$ cat src/rtl/max_reduce_seq_if.sv
// Operand/config/result handshake bundle for max_reduce_seq.
// slave modport is the reducer side; master is the driving environment.
interface max_reduce_seq_if #(
    parameter int W  = 32,
    parameter int LW = 16
);
    logic          cfg_valid;
    logic          cfg_ready;
    logic [LW-1:0] cfg_len;
    logic          abort;
    logic          in_valid;
    logic          in_ready;
    logic [W-1:0]  in_data;
    logic          out_valid;
    logic          out_ready;
    logic [W-1:0]  out_max;
    logic [LW-1:0] out_idx;
    logic          out_empty;

    modport slave (
        input  cfg_valid, cfg_len, abort, in_valid, in_data, out_ready,
        output cfg_ready, in_ready, out_valid, out_max, out_idx, out_empty
    );

    modport master (
        output cfg_valid, cfg_len, abort, in_valid, in_data, out_ready,
        input  cfg_ready, in_ready, out_valid, out_max, out_idx, out_empty
    );
endinterface

$ cat src/rtl/max_reduce_seq.sv
// Sequential max/argmax over a configured-length frame, one operand per cycle.
// Result valid the cycle after the last operand; held until out_ready or abort.
module max_reduce_seq #(
    parameter int W  = 32,
    parameter int LW = 16
) (
    input  logic           clk,
    input  logic           rst,
    max_reduce_seq_if.slave bus
);
    typedef enum logic [1:0] {IDLE, ACCUM, DONE} state_t;

    state_t        state_q, state_d;
    logic [LW-1:0] count_q, count_d;
    logic [LW-1:0] len_q, len_d;
    logic [LW-1:0] idx_q, idx_d;
    logic [W-1:0]  max_q, max_d;
    logic          out_valid_q, out_valid_d;
    logic          empty_q, empty_d;

    logic          take_new;
    logic [W-1:0]  sel_word;

    // Shared compare/select: first operand of a frame always wins, later ones only on strict >.
    assign take_new = (count_q == '0) || (bus.in_data > max_q);
    assign sel_word = take_new ? bus.in_data : max_q;

    always_comb begin
        state_d     = state_q;
        count_d     = count_q;
        len_d       = len_q;
        idx_d       = idx_q;
        max_d       = max_q;
        out_valid_d = out_valid_q;
        empty_d     = empty_q;
        case (state_q)
            IDLE: begin
                if (bus.cfg_valid && !bus.abort) begin
                    if (bus.cfg_len != '0) begin
                        len_d   = bus.cfg_len;
                        count_d = '0;
                        state_d = ACCUM;
                    end else begin
                        max_d       = '0;
                        idx_d       = '0;
                        empty_d     = 1'b1;
                        out_valid_d = 1'b1;
                        state_d     = DONE;
                    end
                end
            end
            ACCUM: begin
                if (bus.abort) begin
                    out_valid_d = 1'b0;
                    state_d     = IDLE;
                end else if (bus.in_valid) begin
                    max_d   = sel_word;
                    idx_d   = take_new ? count_q : idx_q;
                    count_d = count_q + LW'(1);
                    if (count_q == len_q - LW'(1)) begin
                        out_valid_d = 1'b1;
                        state_d     = DONE;
                    end
                end
            end
            DONE: begin
                // abort and delivery both end the result; abort simply wins the tie.
                if (bus.abort || bus.out_ready) begin
                    out_valid_d = 1'b0;
                    empty_d     = 1'b0;
                    state_d     = IDLE;
                end
            end
            default: begin
                out_valid_d = 1'b0;
                empty_d     = 1'b0;
                state_d     = IDLE;
            end
        endcase
    end

    always_ff @(posedge clk or posedge rst) begin
        if (rst) begin
            state_q     <= IDLE;
            count_q     <= '0;
            len_q       <= '0;
            idx_q       <= '0;
            max_q       <= '0;
            out_valid_q <= 1'b0;
            empty_q     <= 1'b0;
        end else begin
            state_q     <= state_d;
            count_q     <= count_d;
            len_q       <= len_d;
            idx_q       <= idx_d;
            max_q       <= max_d;
            out_valid_q <= out_valid_d;
            empty_q     <= empty_d;
        end
    end

    assign bus.cfg_ready = (state_q == IDLE);
    assign bus.in_ready  = (state_q == ACCUM);
    assign bus.out_valid = out_valid_q;
    assign bus.out_max   = max_q;
    assign bus.out_idx   = idx_q;
    assign bus.out_empty = empty_q;
endmodule

$ cat src/flat_wrapper.sv
// flat-port wrapper written by rule: the top's interface ports become plain ports
module max_reduce_seq_flat 
#(
    parameter int W  = 32,
    parameter int LW = 16
)
  (clk, rst, bus_cfg_valid, bus_cfg_len, bus_abort, bus_in_valid, bus_in_data, bus_out_ready, bus_cfg_ready, bus_in_ready, bus_out_valid, bus_out_max, bus_out_idx, bus_out_empty);
  max_reduce_seq_if #(.W(W), .LW(LW)) bus_i ();
  input  logic clk;
  input  logic rst;
  input wire logic [$bits(bus_i.cfg_valid)-1:0] bus_cfg_valid;
  input wire logic [$bits(bus_i.cfg_len)-1:0] bus_cfg_len;
  input wire logic [$bits(bus_i.abort)-1:0] bus_abort;
  input wire logic [$bits(bus_i.in_valid)-1:0] bus_in_valid;
  input wire logic [$bits(bus_i.in_data)-1:0] bus_in_data;
  input wire logic [$bits(bus_i.out_ready)-1:0] bus_out_ready;
  output wire logic [$bits(bus_i.cfg_ready)-1:0] bus_cfg_ready;
  output wire logic [$bits(bus_i.in_ready)-1:0] bus_in_ready;
  output wire logic [$bits(bus_i.out_valid)-1:0] bus_out_valid;
  output wire logic [$bits(bus_i.out_max)-1:0] bus_out_max;
  output wire logic [$bits(bus_i.out_idx)-1:0] bus_out_idx;
  output wire logic [$bits(bus_i.out_empty)-1:0] bus_out_empty;
  assign bus_i.cfg_valid = bus_cfg_valid;
  assign bus_i.cfg_len = bus_cfg_len;
  assign bus_i.abort = bus_abort;
  assign bus_i.in_valid = bus_in_valid;
  assign bus_i.in_data = bus_in_data;
  assign bus_i.out_ready = bus_out_ready;
  assign bus_cfg_ready = bus_i.cfg_ready;
  assign bus_in_ready = bus_i.in_ready;
  assign bus_out_valid = bus_i.out_valid;
  assign bus_out_max = bus_i.out_max;
  assign bus_out_idx = bus_i.out_idx;
  assign bus_out_empty = bus_i.out_empty;
  max_reduce_seq #(.W(W), .LW(LW)) u_core (.clk(clk), .rst(rst), .bus(bus_i));
endmodule
$ cat config.mk
export PLATFORM = sky130hd
export DESIGN_NAME = max_reduce_seq_flat
export DESIGN_NICKNAME = d
export VERILOG_FILES = /design/src/rtl/max_reduce_seq_if.sv /design/src/rtl/max_reduce_seq.sv /design/src/flat_wrapper.sv
export SDC_FILE = /design/constraint.sdc
export NUM_CORES = 1
export LEC_CHECK = 0
export BUFFER_PORTS_ARGS = -buffer_cell sky130_fd_sc_hd__buf_2
export CAP_MARGIN = 20
export CELL_PAD_IN_SITES_DETAIL_PLACEMENT = 0
export CELL_PAD_IN_SITES_GLOBAL_PLACEMENT = 2
export CORE_UTILIZATION = 36
export DETAILED_ROUTE_END_ITERATION = 10
export PLACE_DENSITY = 0.86
export SLEW_MARGIN = 15
export SYNTH_ARGS = -nofsm -noshare
export SYNTH_HDL_FRONTEND = slang
export SYNTH_SLANG_ARGS = --single-unit
$ cat constraint.sdc
create_clock -name clk -period 4 [get_ports clk]
set_input_delay 0.8 -clock clk [delete_from_list [all_inputs] [get_ports clk]]
set_output_delay 0.8 -clock clk [all_outputs]
set_load 0.05 [all_outputs]
==> flow_metrics.tcl <==
set metrics [dict create \
    start_util 0.3741 \
    grt_pass1_vias 5949 \
    synth-edff-count 0 \
    antenna_found_initial 0 \
    yosysWarnings 0 \
    die_h_um 131.2 \
    critical_path.max_fanout 37 \
    cts_resized 0 \
    arrival_ns 3.24 \
    clk_pin_slew_worst_paths_ns 0.06 \
    grt_pass1_wl_um 31150 \
    drv_slew 0 \
    p_per_area_nw_per_um2 674.9 \
    fin_skew_ns 0.006697 \
    crit_type "reg2reg" \
    diodes 0 \
    grt_remaining_overflow 0 \
    reg2reg_from "u_core.count_q[0]$_DFFE_PP0P_" \
    drtAntennaViolNets 0 \
    max_freq_mhz 330.3 \
    syn_inst 753 \
    yosysTopAreaCell "dfrtp_1" \
    grt_usage 0.2228 \
    grt_max_degree 48 \
    drt_first_pass_iters 7 \
    worst_pin_slew_ns 0.8603 \
    cts-root-buf "clkbuf_16" \
    die_w_um 131.2 \
    ys_seq_elements 84 \
    dp.final_hpwl_um 13030 \
    clk_path_buf_depth 2 \
    via_per_inst 5.791 \
    place_area_um2 6746 \
    cts-hold-fix-buffers 0 \
    drive_above_1_share 0.1937 \
    cellLeakagePower_nw 3.189 \
    portBuffers 105 \
    setup_tns_ns 0 \
    synthesis.area_um2 6007 \
    ys_dominant_reg_cell "dfrtp_1" \
    die_area_um2 17210 \
    postCtsSetupBuffers 0 \
    fillCellCount 1630 \
    final_nets 915 \
    synth.area.top_cells "dfrtp_1, ha_1, o21ai_0" \
    critPathRequiredTime_ns 4.21 \
    drt-initial-drc-count 338 \
    num_rows 46 \
    cts.sinks 84 \
    rsz0062_at_grt "no" \
    synth_most_common_cell "dfrtp_1" \
    setup-violations-final 0 \
    ys_types 47 \
    core_area_um2 16060 \
    total_power_mw 4.768 \
    htreeDepth 3 \
    relSlewSlack 0.4243 \
    pin_count 106 \
    stdcell_area_um2 7066 \
    synth_nets 842 \
    synth_seq_area_share 0.3499 \
    cts_tree "built" \
    wl_per_cell_um 17.74 \
    place_congestion 0.8748 \
    hp-class "reg2reg" \
    ys_async_sr_fraction 1.000 \
    clkLatencyLatePin_ns 0.35 \
    synth_top_area_frac 0.3499 \
    numCtsBuffers 9 \
    wl_um 18580 \
    avgSynthCellArea_um2 7.977 \
    status "finished, final reports clean" \
    synthTopCellsByCount "dfrtp_1, o21ai_0, nor2_1, nand2_1, nand4_1" \
    vias 6063 \
    start_kind "flip-flop" \
    worstHoldStart "u_core.bus.out_valid$_DFFE_PP0P_" \
    timing.max_cap.violations 0 \
    fin_crit_sh 0.7568 \
    setup.worst_path.start "u_core.count_q[0]$_DFFE_PP0P_" \
    worstSetupEndpointType "flip-flop" \
    syn_to_final_growth_pct 17.62 \
    min_period_ns 3.027 \
    hold_viol 0 \
    drc 0 \
    ir_worst_vdd_uv 333.1 \
]
## cell usage in the layout (no fill, tap or decap), types with 14 or more instances in the layout
cell	Yosys	final
inv_1	45	44
nand2_1	62	62
mux2_2	14	14
nor2_1	63	62
dfrtp_1	84	84
nand3_1	59	58
buf_4	0	18
a22oi_1	48	48
ha_1	35	35
o21ai_0	78	78
nor3_1	14	14
a21o_1	16	16
buf_2	0	105
nand4_1	61	61
a21oi_1	20	20
## final timing paths
check | slack [ns] | end | depth (start not counted)
setup / recovery | 0.97 | u_core.bus.out_idx[4]$_DFFE_PP0P_ | 10
hold / removal | 0.49 | u_core.bus.out_valid$_DFFE_PP0P_ | 1
setup reg to reg | 0.97 | u_core.bus.out_idx[4]$_DFFE_PP0P_ | 10
hold reg to reg | 0.49 | u_core.bus.out_valid$_DFFE_PP0P_ | 1
max in group asynchronous | 2.55 | u_core.count_q[4]$_DFFE_PP0P_ | 3
min in group asynchronous | 0.55 | u_core.bus.out_max[1]$_DFFE_PP0P_ | 2
## area by class of cell
| class | count | area, µm² | share of cell area |
|---|---|---|---|
| Multi-Input combinational cell | 562 | 3523 | 0.4987 |
| Inverter | 45 | 170.2 | 0.02408 |
| Tap cell | 216 | 270.3 | 0.03825 |
| Timing Repair Buffer | 124 | 680.7 | 0.09633 |
| Clock inverter | 3 | 68.82 | 0.009740 |
| Sequential cell | 84 | 2102 | 0.2975 |
| Clock buffer | 13 | 250.2 | 0.03542 |
## worst max-delay path: stages (launching register included)
cell and delay, ns:
dfrtp_1 0.41, inv_1 0.12, ha_1 0.20, nor4b_1 0.14, a41oi_1 0.44, o21ai_1 0.13
a211o_1 0.33, or2_1 0.42, buf_4 0.36, a22oi_1 0.20, nand3_1 0.12
## power breakdown
part,internal [mW],switching (mW),total [mW]
Combinational,0.790,1.58,2.37
Clock,0.568,0.357,0.925
Sequential,1.11,0.355,1.47
Total,2.47,2.30,4.77
## sequential cells by signal, summed over array words and instances, names as in the netlist
name,count
u_core.count_q,16
u_core.state_q,2
u_core.bus.out_empty,1
u_core.len_q,16
u_core.bus.out_max,32
u_core.bus.out_valid,1
u_core.bus.out_idx,16
## cells by family (layout without fill, tap and decap cells)
group / Yosys count / count (layout) / synth area share
compound gates: 188 / 188 / 0.1973
mux: 14 / 14 / 0.02624
buf+inv: 107 / 185 / 0.06686
flops: 84 / 84 / 0.3499
xor+xnor: 21 / 21 / 0.03062
simple gates: 304 / 304 / 0.2562
fa+ha+maj: 35 / 35 / 0.07290
## layer usage
| metal | vias to the layer above | global-route usage | share of wire |
|---|---|---|---|
| met5 | - | 0 | 0 |
| met4 | 0 | 0.07843 | 0.022 |
| met3 | 29 | 0.04630 | 0.054 |
| met2 | 192 | 0.3688 | 0.48 |
| met1 | 2945 | 0.2861 | 0.45 |
| li1 | 2897 | - | - |
## metrics by stage
stage | std cells | setup slack [ns] | hold WS [ns] | utilization
after floorplan | 753 | 1.035 | 0.5008 | -
after global placement | 1031 | 0.6789 | 0.4763 | 0.4201
after detailed placement | 1031 | 0.6640 | 0.4829 | 0.4201
after CTS | 1047 | 0.9465 | 0.4973 | 0.4400
after global routing | 1047 | 0.7739 | 0.5376 | 0.4400
final | 1047 | 0.9726 | 0.4914 | 0.4400
(Power assumes the default switching activity.)
